[config.mk]
export PLATFORM = sky130hd
export DESIGN_NAME = pong_rally_sched
export DESIGN_NICKNAME = d
export VERILOG_FILES = /design/src/rtl/pong_pkg.sv /design/src/rtl/pong_tick_gen.sv /design/src/rtl/pong_rally_sched.sv
export SDC_FILE = /design/constraint.sdc
export NUM_CORES = 1
export LEC_CHECK = 0
export CELL_PAD_IN_SITES_DETAIL_PLACEMENT = 0
export CELL_PAD_IN_SITES_GLOBAL_PLACEMENT = 1
export CORE_UTILIZATION = 40
export CTS_BUF_LIST = sky130_fd_sc_hd__clkbuf_2 sky130_fd_sc_hd__clkbuf_4 sky130_fd_sc_hd__clkbuf_8
export CTS_CLUSTER_DIAMETER = 30
export DETAILED_ROUTE_END_ITERATION = 12
export GPL_TIMING_DRIVEN = 1
export HOLD_SLACK_MARGIN = 0.12
export PLACE_DENSITY = 0.83
export SYNTH_ARGS = -nofsm -noshare
export SYNTH_HDL_FRONTEND = slang
export SYNTH_SLANG_ARGS = --single-unit
[constraint.sdc]
create_clock -name CLK -period 3.6 [get_ports CLK]
set_input_delay 0.54 -clock CLK [delete_from_list [all_inputs] [get_ports CLK]]
set_output_delay 0.54 -clock CLK [all_outputs]
set_load 0.005 [all_outputs]
[src/rtl/pong_pkg.sv]
// pong_pkg: shared rally FSM states, serve positions and default widths
// for the pong rally scheduler and its tick generator.
package pong_pkg;

  localparam int N_POS_DEF    = 10;
  localparam int PERIOD_W_DEF = 26;
  localparam int SERVE_POS_L  = 4;
  localparam int SERVE_POS_R  = 5;

  typedef enum logic [1:0] {
    IDLE,
    SERVE,
    RALLY,
    POINT
  } state_t;

endpackage

[src/rtl/pong_tick_gen.sv]
// pong_tick_gen: programmable-period ball-step strobe generator.
// Ports: CLK, RST (sync, high), i_clr (hold count at 0), i_period, o_tick.
module pong_tick_gen
  import pong_pkg::*;
#(
  parameter int PERIOD_W = PERIOD_W_DEF
) (
  input  logic                CLK,
  input  logic                RST,
  input  logic                i_clr,
  input  logic [PERIOD_W-1:0] i_period,
  output logic                o_tick
);

  logic [PERIOD_W-1:0] r_cnt;
  logic                w_last;

  // >= keeps the counter from running away if the period ever shrinks
  // below the current count.
  assign w_last = (r_cnt >= i_period - PERIOD_W'(1));
  assign o_tick = w_last && !i_clr;

  always_ff @(posedge CLK) begin
    if (RST) begin
      r_cnt <= '0;
    end else if (i_clr || w_last) begin
      r_cnt <= '0;
    end else begin
      r_cnt <= r_cnt + PERIOD_W'(1);
    end
  end

endmodule

[src/rtl/pong_rally_sched.sv]
// pong_rally_sched: serve, ball stepping, returns and miss detection for one
// rally. Ports: CLK, RST (sync, high), PB[1:0] (active-low buttons), go,
// serve_left, base_period -> ball_pos, ball_left, tick, hit_p1/p2,
// point_p1/p2, busy. Macro PONG_SPEEDUP_EN enables period speed-up on returns.
module pong_rally_sched
  import pong_pkg::*;
#(
  parameter int N_POS         = N_POS_DEF,
  parameter int PERIOD_W      = PERIOD_W_DEF,
  parameter int MIN_PERIOD    = 4_000_000,
  parameter int SERVE_TICKS   = 3,
  parameter int HITS_PER_STEP = 2,
  parameter int SPEED_SHIFT   = 3
) (
  input  logic                CLK,
  input  logic                RST,
  input  logic [1:0]          PB,
  input  logic                go,
  input  logic                serve_left,
  input  logic [PERIOD_W-1:0] base_period,
  output logic [N_POS-1:0]    ball_pos,
  output logic                ball_left,
  output logic                tick,
  output logic                hit_p1,
  output logic                hit_p2,
  output logic                point_p1,
  output logic                point_p2,
  output logic                busy
);

  localparam int SW = $clog2(SERVE_TICKS + 1);
  localparam logic [SW-1:0] SRV_LAST =
    SW'(SERVE_TICKS - 1);
  localparam logic [PERIOD_W-1:0] MIN_P =
    PERIOD_W'(MIN_PERIOD);

  state_t              r_state, w_state;
  logic [N_POS-1:0]    r_pos, w_pos;
  logic                r_left, w_left;
  logic [PERIOD_W-1:0] r_period, w_period;
  logic [SW-1:0]       r_srv, w_srv;
  logic                r_hit1, w_hit1;
  logic                r_hit2, w_hit2;
  logic                r_pt1, w_pt1;
  logic                r_pt2, w_pt2;
  logic [1:0]          r_s1, r_s2, r_s3;
  logic [1:0]          r_latch, w_latch;
  logic [1:0]          w_fall;
  logic                w_tick;
  logic                w_ret1, w_ret2;
  logic                w_out1, w_out2;

`ifdef PONG_SPEEDUP_EN
  localparam int HW = $clog2(HITS_PER_STEP + 1);
  localparam logic [HW-1:0] HIT_LAST =
    HW'(HITS_PER_STEP - 1);
  logic [HW-1:0]       r_hits, w_hits;
  logic [PERIOD_W-1:0] w_fast;
  assign w_fast = r_period - (r_period >> SPEED_SHIFT);
`endif

  pong_tick_gen #(
    .PERIOD_W (PERIOD_W)
  ) u_tick (
    .CLK      (CLK),
    .RST      (RST),
    .i_clr    (r_state == IDLE),
    .i_period (r_period),
    .o_tick   (w_tick)
  );

  // r_s3 is the previous synced sample: a 1->0 step is a fresh press.
  assign w_fall = r_s3 & ~r_s2;

  // Each latch is judged only against its owner's window.
  assign w_ret1 = !r_left && (r_pos[0] || r_pos[1])
                  && r_latch[0];
  assign w_ret2 = r_left
                  && (r_pos[N_POS-1] || r_pos[N_POS-2])
                  && r_latch[1];
  assign w_out1 = !r_left && r_pos[0] && !r_latch[0];
  assign w_out2 = r_left && r_pos[N_POS-1] && !r_latch[1];

  always_comb begin
    w_state  = r_state;
    w_pos    = r_pos;
    w_left   = r_left;
    w_period = r_period;
    w_srv    = r_srv;
    w_hit1   = 1'b0;
    w_hit2   = 1'b0;
    w_pt1    = 1'b0;
    w_pt2    = 1'b0;
    w_latch  = '0;
    // Tick consumes pending presses; a press on that cycle
    // still counts for the next interval.
    if (r_state == RALLY)
      w_latch = (r_latch & ~{2{w_tick}}) | w_fall;
    unique case (r_state)
      IDLE: begin
        if (go) begin
          w_state  = SERVE;
          w_period = (base_period < MIN_P) ?
                     MIN_P : base_period;
          w_left   = serve_left;
          w_pos    = '0;
          if (serve_left) w_pos[SERVE_POS_L] = 1'b1;
          else            w_pos[SERVE_POS_R] = 1'b1;
          w_srv    = '0;
        end
      end
      SERVE: begin
        if (w_tick) begin
          if (r_srv == SRV_LAST) w_state = RALLY;
          else w_srv = r_srv + SW'(1);
        end
      end
      RALLY: begin
        if (w_tick) begin
          unique case (1'b1)
            w_ret1: begin
              w_left = 1'b1;
              w_pos  = r_pos << 1;
              w_hit1 = 1'b1;
            end
            w_ret2: begin
              w_left = 1'b0;
              w_pos  = r_pos >> 1;
              w_hit2 = 1'b1;
            end
            w_out1: begin
              w_pos   = '0;
              w_pt2   = 1'b1;
              w_state = POINT;
            end
            w_out2: begin
              w_pos   = '0;
              w_pt1   = 1'b1;
              w_state = POINT;
            end
            default: begin
              w_pos = r_left ? (r_pos << 1) : (r_pos >> 1);
            end
          endcase
        end
      end
      POINT: begin
        if (w_tick) w_state = IDLE;
      end
      default: begin
        w_state = IDLE;
      end
    endcase
`ifdef PONG_SPEEDUP_EN
    w_hits = r_hits;
    if (r_state == IDLE && go) begin
      w_hits = '0;
    end else if (w_hit1 || w_hit2) begin
      // New period lands with the counter wrap, so it
      // governs the very next interval.
      if (r_hits == HIT_LAST) begin
        w_hits   = '0;
        w_period = (w_fast < MIN_P) ? MIN_P : w_fast;
      end else begin
        w_hits = r_hits + HW'(1);
      end
    end
`endif
  end

  always_ff @(posedge CLK) begin
    if (RST) begin
      r_state  <= IDLE;
      r_pos    <= '0;
      r_left   <= 1'b0;
      r_period <= MIN_P;
      r_srv    <= '0;
      r_hit1   <= 1'b0;
      r_hit2   <= 1'b0;
      r_pt1    <= 1'b0;
      r_pt2    <= 1'b0;
      r_s1     <= 2'b11;
      r_s2     <= 2'b11;
      r_s3     <= 2'b11;
      r_latch  <= 2'b00;
    end else begin
      r_state  <= w_state;
      r_pos    <= w_pos;
      r_left   <= w_left;
      r_period <= w_period;
      r_srv    <= w_srv;
      r_hit1   <= w_hit1;
      r_hit2   <= w_hit2;
      r_pt1    <= w_pt1;
      r_pt2    <= w_pt2;
      r_s1     <= PB;
      r_s2     <= r_s1;
      r_s3     <= r_s2;
      r_latch  <= w_latch;
    end
  end

`ifdef PONG_SPEEDUP_EN
  always_ff @(posedge CLK) begin
    if (RST) r_hits <= '0;
    else     r_hits <= w_hits;
  end
`endif

  assign ball_pos  = r_pos;
  assign ball_left = r_left;
  assign tick      = w_tick;
  assign hit_p1    = r_hit1;
  assign hit_p2    = r_hit2;
  assign point_p1  = r_pt1;
  assign point_p2  = r_pt2;
  assign busy      = (r_state != IDLE);

endmodule
* Yosys cells after proc, flatten, opt, wreduce, memory -nomap -nowiden
Index checks and enable logic that the tools add are counted.
** Word-level totals
- Register bits after elaboration :: 79
- Input port bits :: 32
- Output and inout port bits :: 17
- Word-level logic and storage cells :: 94
** Cells by class
- Add/subtract/negate cells :: 3
- Order comparisons :: 2
- Equality and inequality tests :: 12
- Mux-type cells :: 27
- Bitwise gates (word level) :: 7
- Reduce and logical (&&, ||, !) cells :: 29
** Operators with widths (number)
- 10-bit two-way mux :: 3
- 10-bit one-hot mux with 3 select lines :: 1
- 26-bit by 1-bit adder with 26-bit output (second input constant) :: 1
- 26-bit >= comparator :: 1
- 26-bit by 22-bit less-than comparator with 1-bit output (second input constant) :: 1
- 26-bit two-way mux :: 1
- 26-bit by 1-bit subtractor with 26-bit output (second input constant) :: 1
- 10-bit one-hot mux with 2 select lines :: 1
- 2-bit two-way mux :: 9
- 2-bit != test (second input constant) :: 7
- 1-bit logical AND :: 9
- 1-bit two-way mux :: 8
- 2-bit one-hot mux with 4 select lines :: 1
- 4-bit AND reduction :: 2
- 2-bit equality test (second input constant) :: 3
- 6-bit AND reduction :: 1
- 2-bit nonzero test :: 3
- 2-bit OR reduction :: 3
- 2-bit bitwise AND :: 2
- 1-bit zero test :: 4
- 2-bit NOT :: 2
- 1-bit one-hot mux with 2 select lines :: 2
- 2-bit one-hot mux with 2 select lines :: 1
- 1-bit logical OR :: 3
- 9 further kinds :: 10

* Depth between registers and ports, before layout
- Word-level depth :: 7
- Mapped depth :: 18
- Gate-level depth less buffers :: 16

* Modules after synthesis
A second synthesis with hierarchy kept.
** Unflattened totals
- Cells, all modules :: 501
- Area, all modules :: 4410.5 µm²
** By module, submodules not included
- pong_rally_sched :: instances 1, cells each 237, area each 2212.1 µm², sequential area each 1061.0 µm²
- pong_tick_gen :: instances 1, cells each 264, area each 2198.4 µm², sequential area each 520.5 µm²

* Worst setup path before layout
No wires, ideal clock.
- Kind :: reg-to-reg
- Start point :: register r_period[2]
- End point :: register r_state[0]
- Setup time :: 0.116 ns
- Arrival time :: 3.672 ns
- Required time :: 3.484 ns
- Path slack :: -0.189 ns
- Stages on the path, launching flop included :: 16
- Period minus slack after synthesis :: 3.789 ns
- Cell sequence :: dfxtp_1 -> or4_4 -> nor4_2 -> and2_1 -> nand2_1 -> nor4_1 -> xnor2_1 -> ha_1 -> nand4_2 -> nor4_2 -> a22oi_1 -> and3_4 -> and2_1 -> buf_6 -> or4_1 -> o211a_1
** On the way
- Cells in the longest elaborated chain, start to end :: 5
- Elaborated cells between the ends (all ways) :: 7
- Classes of those cells :: add/sub (1); order compare (1); eq/ne (3); reduce/logical (2)
** RTL lines
- from (decl) :: line pong_rally_sched.sv:40 : logic [PERIOD_W-1:0] r_period, w_period;
- from (signal assigned) :: line pong_rally_sched.sv:190 : r_period <= w_period;
- 26-bit by 1-bit subtractor with 26-bit output * :: line pong_tick_gen.sv:20 : assign w_last = (r_cnt >= i_period - PERIOD_W'(1));
- 26-bit >= comparator * :: line pong_tick_gen.sv:20
- 1-bit logical AND * :: line pong_tick_gen.sv:21 : assign o_tick = w_last && !i_clr;
- 2-bit != test (no line)
- 6-bit AND reduction (no line) *
- to (signal assigned) :: line pong_rally_sched.sv:187 : r_state <= w_state;
- to (decl) :: line pong_rally_sched.sv:37 : state_t r_state, w_state;
Every way passes the cells marked *; elsewhere a longest branch is shown, timed or not.
A chain may end at the register's enable or synchronous reset.

* Worst setup path after layout
- Start point :: register r_period[5]
- End point :: output port tick
** On the way
- Cells in the longest elaborated chain, start to end :: 3
** RTL lines
- 26-bit by 1-bit subtractor with 26-bit output :: line pong_tick_gen.sv:20
- 26-bit >= comparator :: line pong_tick_gen.sv:20
- 1-bit logical AND :: line pong_tick_gen.sv:21
- to (decl) :: line pong_rally_sched.sv:23 : output logic tick,
No other way between the ends.

==> results.toml <==
[floorplanning]
die_h_um = 105
dieArea_um2 = 11000
ios = 49
rows = 37
fp.dieW_um = 105
core_um2 = 10300
start_util_pct = 41.0

[placed_design]
dp_slack_ns = -0.568
hpwlAfterDp_um = 7810
placed_cell_area_um2 = 5170
place_congestion = 0.902
io_buffers = 48

[synthesis]
ys.flop_type = "dfxtp_1"
synth_nets = 546
ys_warn_count = 0
async_flop_share_pct = 0
synth_edf_count = 0
yosysSeqAreaShare_pct = 37.5
syn-mean-instance-area_um2 = 8.76
syn_inst = 481
synth_seq_cells = 79
netlist_area_um2 = 4220
ys_types = 52

[worst_setup_path]
startpoint_type = "register"
critPathKind = "reg2out"
crit_chain = "or4_4, nor4_4, buf_4, nand2_2, buf_4, nor2_2, xnor2_1, ha_1, nand4_1, nor4_4, and4_1, o41ai_2, and2_4, nor2_2, buf_2"
rr_worst_depth = 17
crit_fanout = 3
cp_slowest_cell = "or4_4"
worstPathArrival_ns = 3.60
required_ns = 3.06
crit_path_end_kind = "output pin"
cpPeakStageDelay_ns = 0.58

[timing]
tightest_slew_ns = 1.23
fin_crit_sh_pct = 115
whs_ns = 0.417
setup_violations = 43
finClkSkew_ns = 0.00998
rsz0062_at_grt = "yes"
hold_violations = 0
min_period_ns = 4.14
fmaxAchievable_mhz = 242
slew_viol_final = 0
finalWorstSetupSlack_ns = -0.536
relSlewSlack_pct = 18.1

[hold_path]
min_path_cells = 1
hp-class = "reg2reg"

[routing]
via_per_inst = 5.26
dr.pass1.iters = 4
wl_per_cell_um = 15.0
first_iter_violations = 176
vias = 3792
drcViolationCount = 0
drt-total-wl_um = 10800
ant_nets = 0

[clocking]
clk_pin_slew_worst_paths_ns = 0.08
clock_latency_ns = 0.36
cts_root_buf = "clkbuf_8"
ctsHtreeMaxLevel = 3
cts_made_buffers = 9
cts_tree = "built"
clock_sinks = 79
cts_buffer_depth = 2

[status]
violations = "setup timing"
status = "finished, violations left"

[power_and_ir_drop]
p_leak_nw = 2.23
finalPower_w = 0.00286
power_density_nw_per_um2 = 502
irDropWorstVdd_uv = 251

[global_routing]
grtUsageTotal_pct = 19.6
grt_max_degree = 19
antenna_found_initial = 0
grt_pass1_wl_um = 17000
overflow = 0
grt_pass1_vias = 3606

[final_layout]
final_cell_mix = "dfxtp_1 (77), nor2_1 (55), buf_4 (49)"
layout.cells.most_common = "dfxtp_1"
design_area_um2 = 5700
fin_util_pct = 55.4
area_delta_synth_final_pct = 35.2
drive_gt1_share_pct = 20.5
final_net_count = 645
n_antenna_cell = 0

[run]
maxCapViolations = 0
-- synthesized netlist by cell type, types with 7 or more instances --
cell type | count | area (um2)
a22o_1 | 15 | 131
nor3_1 | 19 | 95.1
ha_1 | 33 | 413
clkbuf_1 | 13 | 48.8
a21oi_1 | 18 | 90.1
nand3_1 | 15 | 75.1
a211oi_1 | 7 | 52.6
inv_1 | 16 | 60.1
nor4_1 | 7 | 43.8
nor2_1 | 63 | 236
nand2_1 | 44 | 165
a22oi_1 | 8 | 60.1
o21ai_0 | 10 | 50.1
o2bb2ai_1 | 8 | 70.1
nand2b_1 | 9 | 56.3
dfxtp_1 | 79 | 1580
xor2_1 | 21 | 184
xnor2_1 | 27 | 236
-- report_power, final --
group / leakage (nW) / internal, W / switching, W / total [W]
logic: 1.46 / 0.000505 / 0.000517 / 0.00102
clock network: 0.120 / 0.000463 / 0.000349 / 0.000812
registers: 0.644 / 0.000948 / 0.0000760 / 0.00102
total: 2.23 / 0.00192 / 0.000942 / 0.00286
-- per-stage QoR --
stage / instances / setup TNS, ns
2_1_floorplan: 481 / -0.0352
3_3_place_gp: 693 / -1.27
3_5_place_dp: 693 / -4.57
4_1_cts: 716 / -3.55
5_1_grt: 721 / -14.69
6_report: 721 / -6.57
-- cell families after synthesis --
kind of cell | share of synthesized area [%]
AOI/OAI and AO/OA | 15.6
xor gates and xnor gates | 9.97
adders and majority gates | 9.80
buffers and inverters | 3.12
DFF | 37.5
muxes | 0.772
and+or+nand+nor | 23.2
-- metal layers --
metal / GRT usage [%] / routed length [um] / up-vias
li1: - / - / 1912
met1: 24.4 / 5040 / 1778
met2: 32.6 / 5040 / 80
met3: 4.49 / 480 / 22
met4: 7.75 / 267 / 0
met5: 0 / 0 / -
-- sequential cells by signal (all words and copies together) (netlist names) --
| name | flops |
|---|---|
| r_state | 2 |
| point_p2 | 1 |
| hit_p1 | 1 |
| r_srv | 2 |
| u_tick.r_cnt | 26 |
| r_latch | 2 |
| r_s1 | 2 |
| ball_left | 1 |
| r_period | 26 |
| ball_pos | 10 |
| r_s2 | 2 |
| point_p1 | 1 |
| r_s3 | 2 |
| hit_p2 | 1 |
-- path summary, 6_finish.rpt --
kind | from | endpoint | slack (ns)
setup / recovery | r_period[5]$_SDFFE_PP0P_ | tick | -0.54
hold / removal | r_s1[1]$_SDFF_PP1_ | r_s2[1]$_SDFF_PP1_ | 0.42
setup reg to reg | r_period[5]$_SDFFE_PP0P_ | ball_pos[5]$_SDFFE_PP0P_ | -0.24
hold reg to reg | r_s1[1]$_SDFF_PP1_ | r_s2[1]$_SDFF_PP1_ | 0.42
-- timing repair --
item / 4_1_cts / 5_1_grt
buffers inserted: 6 / 3
hold endpoints to repair: 0 / 0
resized for setup: 21 / 18
setup endpoints to repair: 44 / 48
pin swaps: 22 / 12
hold buffers: 0 / 0
gates cloned: 1 / 2
-- critical path: cells and delay by family, from the launching register on --
family                     cells  cell delay (ns)
AOI/OAI and AO/OA              1             0.08
xor gates and xnor gates       1             0.08
adders and majority gates      1             0.31
buffers and inverters          3             0.46
DFF                            1             0.33
and+or+nand+nor                9             1.99
-- final cells by class --
cell class / count / area [um2]
clock buffer: 9 / 124
clock inverter: 7 / 120
fill: 936 / 4580
inverter: 16 / 60.1
multi-input combinational: 371 / 2680
sequential: 79 / 1580
tap: 136 / 170
timing repair buffer: 103 / 963
(Power assumes the default switching activity.)
